$ cat src/rtl/fetch_queue_if.sv
// Instruction-bus read channels between the fetch front end (master) and memory (slave).
interface fetch_queue_if #(
  parameter int bus_width = 32
) ();
  logic                 i_raddr_valid;
  logic                 i_raddr_ready;
  logic [bus_width-1:0] i_raddr;
  logic                 i_rdata_valid;
  logic                 i_rdata_ready;
  logic [bus_width-1:0] i_rdata;

  modport master (
    output i_raddr_valid, i_raddr, i_rdata_ready,
    input  i_raddr_ready, i_rdata_valid, i_rdata
  );

  modport slave (
    input  i_raddr_valid, i_raddr, i_rdata_ready,
    output i_raddr_ready, i_rdata_valid, i_rdata
  );
endinterface

$ cat src/rtl/fetch_queue.sv
// Instruction-fetch front end: credit-limited sequential fetch, in-order instruction queue,
// branch redirect with flush and stale-response discard.
module fetch_queue #(
  parameter int                bus_width       = 32,
  parameter int                pc_width        = 32,
  parameter logic [pc_width-1:0] pc_init       = '0,
  parameter int                inst_width      = 32,
  parameter int                depth           = 4,
  parameter int                max_outstanding = 2
) (
  input  logic                  clk,
  input  logic                  rst,
  fetch_queue_if.master         ibus,
  input  logic                  redirect,
  input  logic [pc_width-1:0]   redirect_pc,
  output logic                  inst_valid,
  input  logic                  inst_ready,
  output logic [inst_width-1:0] inst,
  output logic [pc_width-1:0]   inst_pc
);

  localparam int PW = $clog2(depth);
  localparam int CW = $clog2(depth + 1);
  localparam int SW = CW + 1;
  localparam int TW = (max_outstanding > 1) ? $clog2(max_outstanding) : 1;

  function automatic logic [TW-1:0] tag_inc(input logic [TW-1:0] p);
    if (p == TW'(max_outstanding - 1)) return '0;
    else return p + TW'(1);
  endfunction

  logic                req_valid_q, req_valid_d;
  logic                req_stale_q, req_stale_d;
  logic [pc_width-1:0] req_addr_q, req_addr_d;
  logic [pc_width-1:0] pc_q, pc_d;
  logic [PW-1:0]       wr_ptr_q, wr_ptr_d, rd_ptr_q, rd_ptr_d;
  logic [CW-1:0]       count_q, count_d;
  logic [CW-1:0]       out_q, out_d;
  logic [CW-1:0]       stale_q, stale_d;
  logic [TW-1:0]       tag_wr_q, tag_wr_d, tag_rd_q, tag_rd_d;

  logic [inst_width-1:0] inst_mem_q [depth];
  logic [pc_width-1:0]   pc_mem_q   [depth];
  logic [pc_width-1:0]   tag_mem_q  [max_outstanding];

  logic                accept, resp, drop, push, pop, can_issue;
  logic [pc_width-1:0] target;

  always_comb begin
    accept = req_valid_q & ibus.i_raddr_ready;
    resp   = ibus.i_rdata_valid & (out_q != '0);
    drop   = resp & (stale_q != '0);
    push   = resp & ~drop & ~redirect;
    pop    = (count_q != '0) & inst_ready & ~redirect;

    out_d    = out_q + CW'(accept) - CW'(resp);
    tag_wr_d = accept ? tag_inc(tag_wr_q) : tag_wr_q;
    tag_rd_d = resp ? tag_inc(tag_rd_q) : tag_rd_q;

    // On redirect every request still in flight after this cycle belongs to the old path.
    if (redirect) stale_d = out_d;
    else          stale_d = stale_q - CW'(drop) + CW'(accept & req_stale_q);

    if (redirect) begin
      count_d  = '0;
      wr_ptr_d = '0;
      rd_ptr_d = '0;
    end else begin
      count_d  = count_q + CW'(push) - CW'(pop);
      wr_ptr_d = wr_ptr_q + PW'(push);
      rd_ptr_d = rd_ptr_q + PW'(pop);
    end

    target    = redirect ? {redirect_pc[pc_width-1:2], 2'b00} : pc_q;
    can_issue = ((SW'(count_d) + SW'(out_d)) < SW'(depth)) &&
                (out_d < CW'(max_outstanding));

    req_valid_d = req_valid_q;
    req_addr_d  = req_addr_q;
    req_stale_d = req_stale_q;
    pc_d        = target;
    // A raised request is never withdrawn; a redirect only marks it stale.
    if (!req_valid_q || accept) begin
      req_valid_d = can_issue;
      req_stale_d = 1'b0;
      if (can_issue) begin
        req_addr_d = target;
        pc_d       = target + pc_width'(4);
      end
    end else begin
      req_stale_d = req_stale_q | redirect;
    end
  end

  always_ff @(posedge clk or negedge rst) begin
    if (!rst) begin
      req_valid_q <= 1'b0;
      req_stale_q <= 1'b0;
      req_addr_q  <= pc_init;
      pc_q        <= pc_init;
      wr_ptr_q    <= '0;
      rd_ptr_q    <= '0;
      count_q     <= '0;
      out_q       <= '0;
      stale_q     <= '0;
      tag_wr_q    <= '0;
      tag_rd_q    <= '0;
    end else begin
      req_valid_q <= req_valid_d;
      req_stale_q <= req_stale_d;
      req_addr_q  <= req_addr_d;
      pc_q        <= pc_d;
      wr_ptr_q    <= wr_ptr_d;
      rd_ptr_q    <= rd_ptr_d;
      count_q     <= count_d;
      out_q       <= out_d;
      stale_q     <= stale_d;
      tag_wr_q    <= tag_wr_d;
      tag_rd_q    <= tag_rd_d;
    end
  end

  // Storage arrays carry data only; validity is tracked by the reset pointers above.
  always_ff @(posedge clk) begin
    if (push) begin
      inst_mem_q[wr_ptr_q] <= ibus.i_rdata[inst_width-1:0];
      pc_mem_q[wr_ptr_q]   <= tag_mem_q[tag_rd_q];
    end
    if (accept) tag_mem_q[tag_wr_q] <= req_addr_q;
  end

  assign ibus.i_raddr_valid = req_valid_q;
  assign ibus.i_raddr       = bus_width'(req_addr_q);
  assign ibus.i_rdata_ready = 1'b1;

  assign inst_valid = (count_q != '0);
  assign inst       = inst_valid ? inst_mem_q[rd_ptr_q] : '0;
  assign inst_pc    = inst_valid ? pc_mem_q[rd_ptr_q] : '0;

endmodule

$ cat src/flat_wrapper.sv
// flat-port wrapper written by rule: the top's interface ports become plain ports
module fetch_queue_flat 
#(
  parameter int                bus_width       = 32,
  parameter int                pc_width        = 32,
  parameter logic [pc_width-1:0] pc_init       = '0,
  parameter int                inst_width      = 32,
  parameter int                depth           = 4,
  parameter int                max_outstanding = 2
)
  (clk, rst, redirect, redirect_pc, inst_valid, inst_ready, inst, inst_pc, ibus_i_raddr_valid, ibus_i_raddr, ibus_i_rdata_ready, ibus_i_raddr_ready, ibus_i_rdata_valid, ibus_i_rdata);
  fetch_queue_if #(.bus_width(bus_width)) ibus_i ();
  input  logic clk;
  input  logic rst;
  input  logic redirect;
  input  logic [pc_width-1:0] redirect_pc;
  output logic inst_valid;
  input  logic inst_ready;
  output logic [inst_width-1:0] inst;
  output logic [pc_width-1:0] inst_pc;
  output wire logic [$bits(ibus_i.i_raddr_valid)-1:0] ibus_i_raddr_valid;
  output wire logic [$bits(ibus_i.i_raddr)-1:0] ibus_i_raddr;
  output wire logic [$bits(ibus_i.i_rdata_ready)-1:0] ibus_i_rdata_ready;
  input wire logic [$bits(ibus_i.i_raddr_ready)-1:0] ibus_i_raddr_ready;
  input wire logic [$bits(ibus_i.i_rdata_valid)-1:0] ibus_i_rdata_valid;
  input wire logic [$bits(ibus_i.i_rdata)-1:0] ibus_i_rdata;
  assign ibus_i_raddr_valid = ibus_i.i_raddr_valid;
  assign ibus_i_raddr = ibus_i.i_raddr;
  assign ibus_i_rdata_ready = ibus_i.i_rdata_ready;
  assign ibus_i.i_raddr_ready = ibus_i_raddr_ready;
  assign ibus_i.i_rdata_valid = ibus_i_rdata_valid;
  assign ibus_i.i_rdata = ibus_i_rdata;
  fetch_queue #(.bus_width(bus_width), .pc_width(pc_width), .pc_init(pc_init), .inst_width(inst_width), .depth(depth), .max_outstanding(max_outstanding)) u_core (.clk(clk), .rst(rst), .ibus(ibus_i), .redirect(redirect), .redirect_pc(redirect_pc), .inst_valid(inst_valid), .inst_ready(inst_ready), .inst(inst), .inst_pc(inst_pc));
endmodule
$ cat config.mk
export PLATFORM = sky130hd
export DESIGN_NAME = fetch_queue_flat
export DESIGN_NICKNAME = d
export VERILOG_FILES = /design/src/rtl/fetch_queue_if.sv /design/src/rtl/fetch_queue.sv /design/src/flat_wrapper.sv
export SDC_FILE = /design/constraint.sdc
export NUM_CORES = 1
export LEC_CHECK = 0
export CAP_MARGIN = 5
export CORE_MARGIN = 3
export CORE_UTILIZATION = 52
export DETAILED_ROUTE_END_ITERATION = 10
export PLACE_DENSITY = 0.74
export SLEW_MARGIN = 20
export SYNTH_ARGS = -nofsm -noshare
export SYNTH_HDL_FRONTEND = slang
export SYNTH_SLANG_ARGS = --single-unit
export TNS_END_PERCENT = 50
$ cat constraint.sdc
create_clock -name clk -period 20.6 [get_ports clk]
set_input_delay 2.06 -clock clk [delete_from_list [all_inputs] [get_ports clk]]
set_output_delay 2.06 -clock clk [all_outputs]
set_load 0.02 [all_outputs]
==> key figures, run 1 <==
STA
  • Final setup vio count: 0
  • RSZ-0062 raised after global routing: no
  • Slew HR: a little over a third
  • Final period demand of the worst path: ~6000 ps
  • Measured slew at the worst slew-check pin: ~1000 ps
  • Final Hold Viols: 0
  • Total Neg Setup Slack: 0 ps
  • Period utilisation layout: just under 30%
  • Fmax: around 160 MHz
  • Slew Limit Fails: 0
  • Clk_skew: between 10 and 15 ps

Min path
  • Hold_sp: u_core.req_stale_q
  • Worst Hold Class: register to register
  • Hold worst-path end: u_core.req_stale_q
  • Hold depth: 2

Detailed routing
  • Post-DRT Antenna Nets: 0
  • Post-Route WL: slightly below 30 mm
  • Initial drt markers: 519
  • DR WL/cell: between 15 and 20 um
  • Drt pass-1 iters: 5
  • Via density: ~5.4
  • DRC: 0
  • Via count: roughly 8300

Yosys
  • Library cells used by synthesis: 56
  • Top cells by area, synth: edfxtp_1, dfrtp_1, mux4_2
  • Post-synthesis sequential area ratio: a little under three quarters
  • Mapped Area: ~16000 um2
  • Post-Syn Area per Cell: around 18 um2
  • Most used DFF post-synth: edfxtp_1
  • EDFF count, synth: 320
  • Synthesized Nets: 1007
  • Top cell type's share of synthesized area: approximately three fifths
  • Mapped Cells: roughly 900
  • Async set-or-reset flop fraction in the synthesized netlist: 20.2%
  • Synth warn: 0
  • Cell taking the most area after synthesis: edfxtp_1
  • FF+latch count, synth: 401

CTS
  • CTS Root Cell: clkbuf_16
  • Clk pin slew, worst setup/hold paths: 60 ps
  • H-tree depth: 2
  • Clock sink count: ~400
  • CTS Buffer Depth: 3
  • CTS resizes: 0
  • Hold_buf cts: 0
  • CTS Buf Count: 40
  • TritonCTS clock tree: built
  • Postcts setup bufs: 0
  • Clk_lat worst skew: ~510 ps

Die
  • Io pins: approximately 170
  • Chip Width: around 180 um
  • Initial Util: 52.9%
  • Core region area: 30700 um2
  • Row count: 64
  • Die H: ~180 um
  • Die ar.: 33400 um2

Place
  • Placement Cell Area: approximately 18000 um2
  • Hpwl dp: around 18 mm
  • # port buffers: approximately 170
  • Gpl congestion: 0.803

Cells and area
  • Final instance area: ~20000 um2
  • Diode count: 0
  • Area of the multi-input gates: around 4400 um2
  • # nets final: approximately 1200
  • Filler cells: 2160
  • Storage element area: 11600 um2
  • Layout cells sized above 1: between 10% and 20%
  • Area growth syn-to-layout: 20.1%

Worst setup path
  • Crit end category: register
  • Crit start category: input port
  • Critical path peak fanout: 84
  • Setup Crit Path Kind: input port to register
  • R2r setup slk: around 16000 ps
  • FF-to-FF End: u_core.pc_q[31]
  • Crit path DAT: between 6000 and 7000 ps
  • Worst path required time: between 20000 and 25000 ps
  • R2R depth: 16
  • Critical R2R Launch: u_core.count_q[1]

Global route
  • Vias in the first global route: 8640
  • Total GRT Usage: approximately 18%
  • First-pass GRT wire length: approximately 48 mm
  • GRT Residual Overflow: 0
  • Largest net degree at the start of global routing: 85
  • Initial antenna violation count: 0

Run
  • Max Cap Viol: 0

Power and ir drop
  • PD cells: around 120 nW/um2
  • Peak supply drop: roughly 0.00009 V
  • Static Leak: ~6.7 nW

Run status
  • Outcome: complete, no violations
-- worst max-delay path by stage --
stage | from | endpoint | slack [ps] | cells after the start
final | redirect | u_core.pc_q[31] | 14530 | 16
after floorplan | redirect | u_core.inst_mem_q[0][0] | 12200 | 6
after global placement | redirect | u_core.pc_q[31] | 14060 | 16
after CTS | ibus_i_rdata_valid | u_core.pc_q[18] | 14560 | 15
after detailed placement | redirect | u_core.pc_q[18] | 14050 | 17
after global routing | redirect | u_core.pc_q[18] | 14270 | 17
-- power breakdown --
group	leakage, nW	internal, mW	switching, mW
registers	3.89	0.998	0.0623
clock network	0.583	0.391	0.279
logic	2.20	0.317	0.386
total	6.68	1.70	0.727
-- metrics by stage --
step	setup WS [ps]	hold WS [ps]	std cells	power [mW]	util, %
floorplan	12200	453	923	1.51	-
global placement	14060	470	1452	1.78	59.6
detailed placement	14050	481	1452	1.79	59.6
CTS	14560	495	1524	2.46	63.6
global route	14270	521	1524	2.57	63.6
finish	14530	494	1524	2.43	63.6
-- worst max-delay path, cell delays in order --
cell and delay, ps:
buf_2 70, buf_4 720, and3b_1 290, ha_1 270, inv_1 60, ha_1 130, inv_1 50, fa_1 370
xnor2_1 170, nor2_1 80, ha_1 270, nor4_4 370, and4b_1 740, nand3_4 250, nor4_2 390, xnor2_1 160
-- synthesized netlist by cell type (2+ instances only) --
cell	count
mux2_2	38
xnor2_1	30
nor4_2	3
nand2b_1	2
buf_2	15
nand4_1	11
fa_1	3
nand3_1	12
and3_1	4
buf_1	7
dfrtp_1	81
and4b_1	2
nor3_1	9
nor2b_1	11
o21ai_1	25
a32o_1	3
o21ai_0	11
edfxtp_1	320
clkbuf_1	18
nand2_1	70
mux4_2	64
or3_1	3
ha_1	11
mux2i_1	22
and3b_1	3
and4bb_1	2
nor2_1	14
inv_1	14
a21boi_0	2
nand4b_1	6
xor2_1	9
and2_1	67
buf_4	3
a21oi_1	6
-- metal layers --
metal	track usage, %	part of all wire, %
met5	0	0
met4	4.36	1.7
met3	2.81	5.1
met2	29.1	48
met1	26.5	46
-- cell usage in the layout (no fill, tap or decap), types with 11 or more instances in the layout --
cell type,n
o21ai_1,25
mux2i_1,22
mux2_2,38
clkdlybuf4s50_1,163
nor2_1,12
and2_1,67
inv_1,14
nand3_1,12
xnor2_1,30
edfxtp_1,320
nand4_1,11
mux4_2,64
clkbuf_16,41
clkbuf_1,13
buf_4,13
nor2b_1,11
o21ai_0,11
dfrtp_1,79
nand2_1,70
ha_1,11
-- layout make-up --
type | instances | area share (%)
tap | 396 | 2.54
clock inverter | 18 | 0.693
inverter | 14 | 0.270
multi-input combinational | 464 | 22.4
clock buffer | 54 | 5.51
timing repair buffer | 177 | 8.90
sequential | 401 | 59.7
-- registers in the layout, summed over array words and instances (netlist names) --
register,flops
u_core.ibus.i_raddr_valid,1
u_core.ibus.i_raddr,32
u_core.count_q,3
u_core.req_stale_q,1
u_core.pc_mem_q,128
u_core.tag_rd_q,1
u_core.rd_ptr_q,2
u_core.stale_q,3
u_core.inst_mem_q,128
u_core.wr_ptr_q,2
u_core.tag_mem_q,64
u_core.tag_wr_q,1
u_core.out_q,3
u_core.pc_q,32
-- cell families (layout without fill, tap and decap cells) --
logic type	count (synthesis)	after routing	synth area share, %
AND/OR/NAND/NOR	229	229	8.23
AO/OA/AOI/OAI	54	54	1.97
other	1	1	0.0231
multiplexers	126	126	13.0
buffers and inverters	58	263	1.57
adder cells (fa/ha/maj)	14	14	1.22
flip-flops	401	401	71.7
XOR/XNOR	40	40	2.25
(Power assumes the default switching activity.)
==> inputs of run 2 (changes only) <==
clock period = 5.98 ns   (was 20.6 ns; I/O delays follow)
==> run 2 against run 1 <==
Net effect: clock-buffer cell count shrank 2; total power grew to 3.6 times the previous value; clock skew grew 14 ps; combinational power grew to 3.5 times the previous value; setup slack worse by 13000 ps; critical path depth increased by 1; wire length is 5.1% higher; register-to-register slack lost 15000 ps; utilization rose by 0.75 points; die area unchanged; sequential power grew to 3.5 times the previous value.
==> key figures, run 2 (synthesis gave the netlist of run 1 again) <==
STA
  • Final Hold Viols: 0 (unchanged)
  • Period utilisation layout: 81.7%
  • Clk_skew: 24.7 ps (+14.1 ps)
  • Slew Limit Fails: 0 (unchanged)
  • RSZ-0062 raised after global routing: no
  • Final setup vio count: 0 (unchanged)
  • Final period demand of the worst path: between 4000 and 5000 ps
  • Fmax: approximately 200 MHz
  • Measured slew at the worst slew-check pin: 1050 ps (+78.6 ps)
  • Slew HR: 29.8% (-5.2 points)
  • Total Neg Setup Slack: 0 ps (unchanged)
  • Final hold slack: 357 ps (-136 ps)

Worst setup path
  • Worst path required time: 6390 ps (-14640 ps)
  • Worst path max stage delay: 480 ps (-260 ps)
  • Critical R2R Launch: u_core.count_q[1]
  • Setup Crit Path Kind: register to register
  • CP cell instances: or3_2 -> buf_4 -> and3b_1 -> ha_1 -> inv_1 -> ha_1 -> inv_1 -> fa_1 -> xnor2_1 -> nor2_1 -> ha_1 -> nor4_4 -> nand4b_4 -> buf_4 -> nor4bb_1 -> mux2_1 -> or3_1
  • Buffer and inverter count on the worst path: 4 (unchanged)
  • Crit-path slowest cell: or3_2
  • R2r setup slk: 1090 ps (-14550 ps)
  • Crit end category: register
  • R2R depth: 17 (+1)
  • Most frequent CP cell: ha_1
  • Critical path peak fanout: 66 (-21%)
  • Crit path DAT: 5290 ps (-1220 ps)
  • FF-to-FF End: u_core.pc_q[18]
  • CP Launch Point: u_core.count_q[1]
  • Crit start category: register
  • CP delay by family, top: simple AND/OR/NAND/NOR gates

Cells and area
  • Commonest non-fill, non-tap cell in the layout: edfxtp_1
  • Cell Count, Final, Fillers Out: 1534 (+0.66%)
  • Area of the multi-input gates: 4370 um2 (+0.14%)
  • Final instance area: 19700 um2 (+1.2%)
  • Layout cells sized above 1: 17.8% (+1.3 points)
  • Biggest regs: u_core.inst_mem_q x128, u_core.pc_mem_q x128, u_core.tag_mem_q x64
  • Filler cells: 2159 (-0.046%)
  • # nets final: 1189 (+0.59%)
  • Most frequent cells in the layout: edfxtp_1, clkdlybuf4s50_1, dfrtp_1
  • Area growth syn-to-layout: 21.6%
  • Diode count: 0 (unchanged)
  • Storage element area: 11600 um2 (unchanged)

Detailed routing
  • Drt pass-1 iters: 5 (unchanged)
  • DR WL/cell: 20.1 um (+4.4%)
  • Via count: 8413 (+1.4%)
  • Post-DRT Antenna Nets: 0 (unchanged)
  • Initial drt markers: 688 (+33%)
  • Via density: 5.48 (+0.76%)
  • DRC: 0 (unchanged)
  • Post-Route WL: 30.8 mm (+5.1%)

Place
  • Dpl cells: 1455 (+0.21%)
  • Gpl congestion: 0.787 (-2.0%)
  • # port buffers: 165 (unchanged)
  • Placement Cell Area: 18300 um2 (+0.16%)
  • Hpwl dp: 18.6 mm (+5.3%)

CTS
  • CTS Buf Count: 42 (+5.0%)
  • Clock sink count: 401 (unchanged)
  • CTS Root Cell: clkbuf_16
  • CTS Buffer Depth: 3 (unchanged)
  • H-tree depth: 2 (unchanged)
  • Postcts setup bufs: 0 (unchanged)
  • Clk pin slew, worst setup/hold paths: 60 ps (about the same)
  • Clk_lat worst skew: 530 ps (+20 ps)
  • TritonCTS clock tree: built

Global route
  • First-pass GRT wire length: 49.1 mm (+2.8%)
  • Largest net degree at the start of global routing: 79 (-7.1%)
  • Vias in the first global route: 8843 (+2.3%)
  • Initial antenna violation count: 0 (unchanged)
  • Total GRT Usage: 18.8% (+0.67 points)
  • GRT Residual Overflow: 0 (unchanged)

Power and ir drop
  • PD cells: 441 nW/um2 (+250%)
  • Peak supply drop: 0.000271 V (+200%)
  • Total power draw: 8.70 mW (+260%)
  • Static Leak: 6.80 nW (+1.8%)

Min path
  • Worst Hold Class: input port to register
  • Hold depth: 2 (unchanged)
  • Hold worst-path end: u_core.rd_ptr_q[0]
  • Hold_sp: redirect

Run
  • Max Cap Viol: 0 (unchanged)

Die
  • Core region area: 30700 um2 (unchanged)
  • Row count: 64 (unchanged)
  • Die H: 183 um (unchanged)
  • Initial Util: 52.9% (unchanged)
  • Io pins: 169 (unchanged)
  • Chip Width: 183 um (unchanged)
  • Die ar.: 33400 um2 (unchanged)

Run status
  • Outcome: complete, no violations
-- run 2: stage by stage --
stage                     utilization, %  setup slack, ps
after floorplan                        -             1120
after global placement              59.7             1110
after detailed placement            59.7             1050
after CTS                           64.2             1060
after global routing                64.3              814
final                               64.3             1090
-- run 2: worst max-delay path by stage --
stage | endpoint | slack, ps | cells past startpoint
3_3_place_gp | u_core.pc_q[18] | 1110 | 15
2_1_floorplan | u_core.inst_mem_q[2][0] | 1120 | 7
4_1_cts | u_core.pc_q[18] | 1060 | 17
3_5_place_dp | u_core.pc_q[18] | 1050 | 15
6_report | u_core.pc_q[18] | 1090 | 17
5_1_grt | u_core.pc_q[18] | 810 | 17
-- run 2: report_power, final --
group	leakage [nW]	internal, mW	switching, mW	total (mW)
clock network	0.677	1.55	1.02	2.57
registers	3.89	3.44	0.222	3.66
logic	2.23	1.12	1.35	2.47
-- run 2: routing by layer --
layer	up-vias	track usage, %	routed length, um
li1	3898	-	-
met1	4275	27.3	14200
met2	209	30.4	14800
met3	31	3.09	1490
met4	0	3.99	400
met5	-	0	0
-- run 2: area by class of cell --
class / count / area share [%]
timing repair buffer: 182 / 9.10
clock inverter: 25 / 1.29
sequential: 401 / 59.0
tap: 396 / 2.51
inverter: 14 / 0.266
clock buffer: 52 / 5.68
multi-input combinational: 464 / 22.1
-- run 2: repair_timing --
action	CTS	global route
hold buffers	1	0
endpoints found under the hold margin	26	0
gates resized for setup	0	0
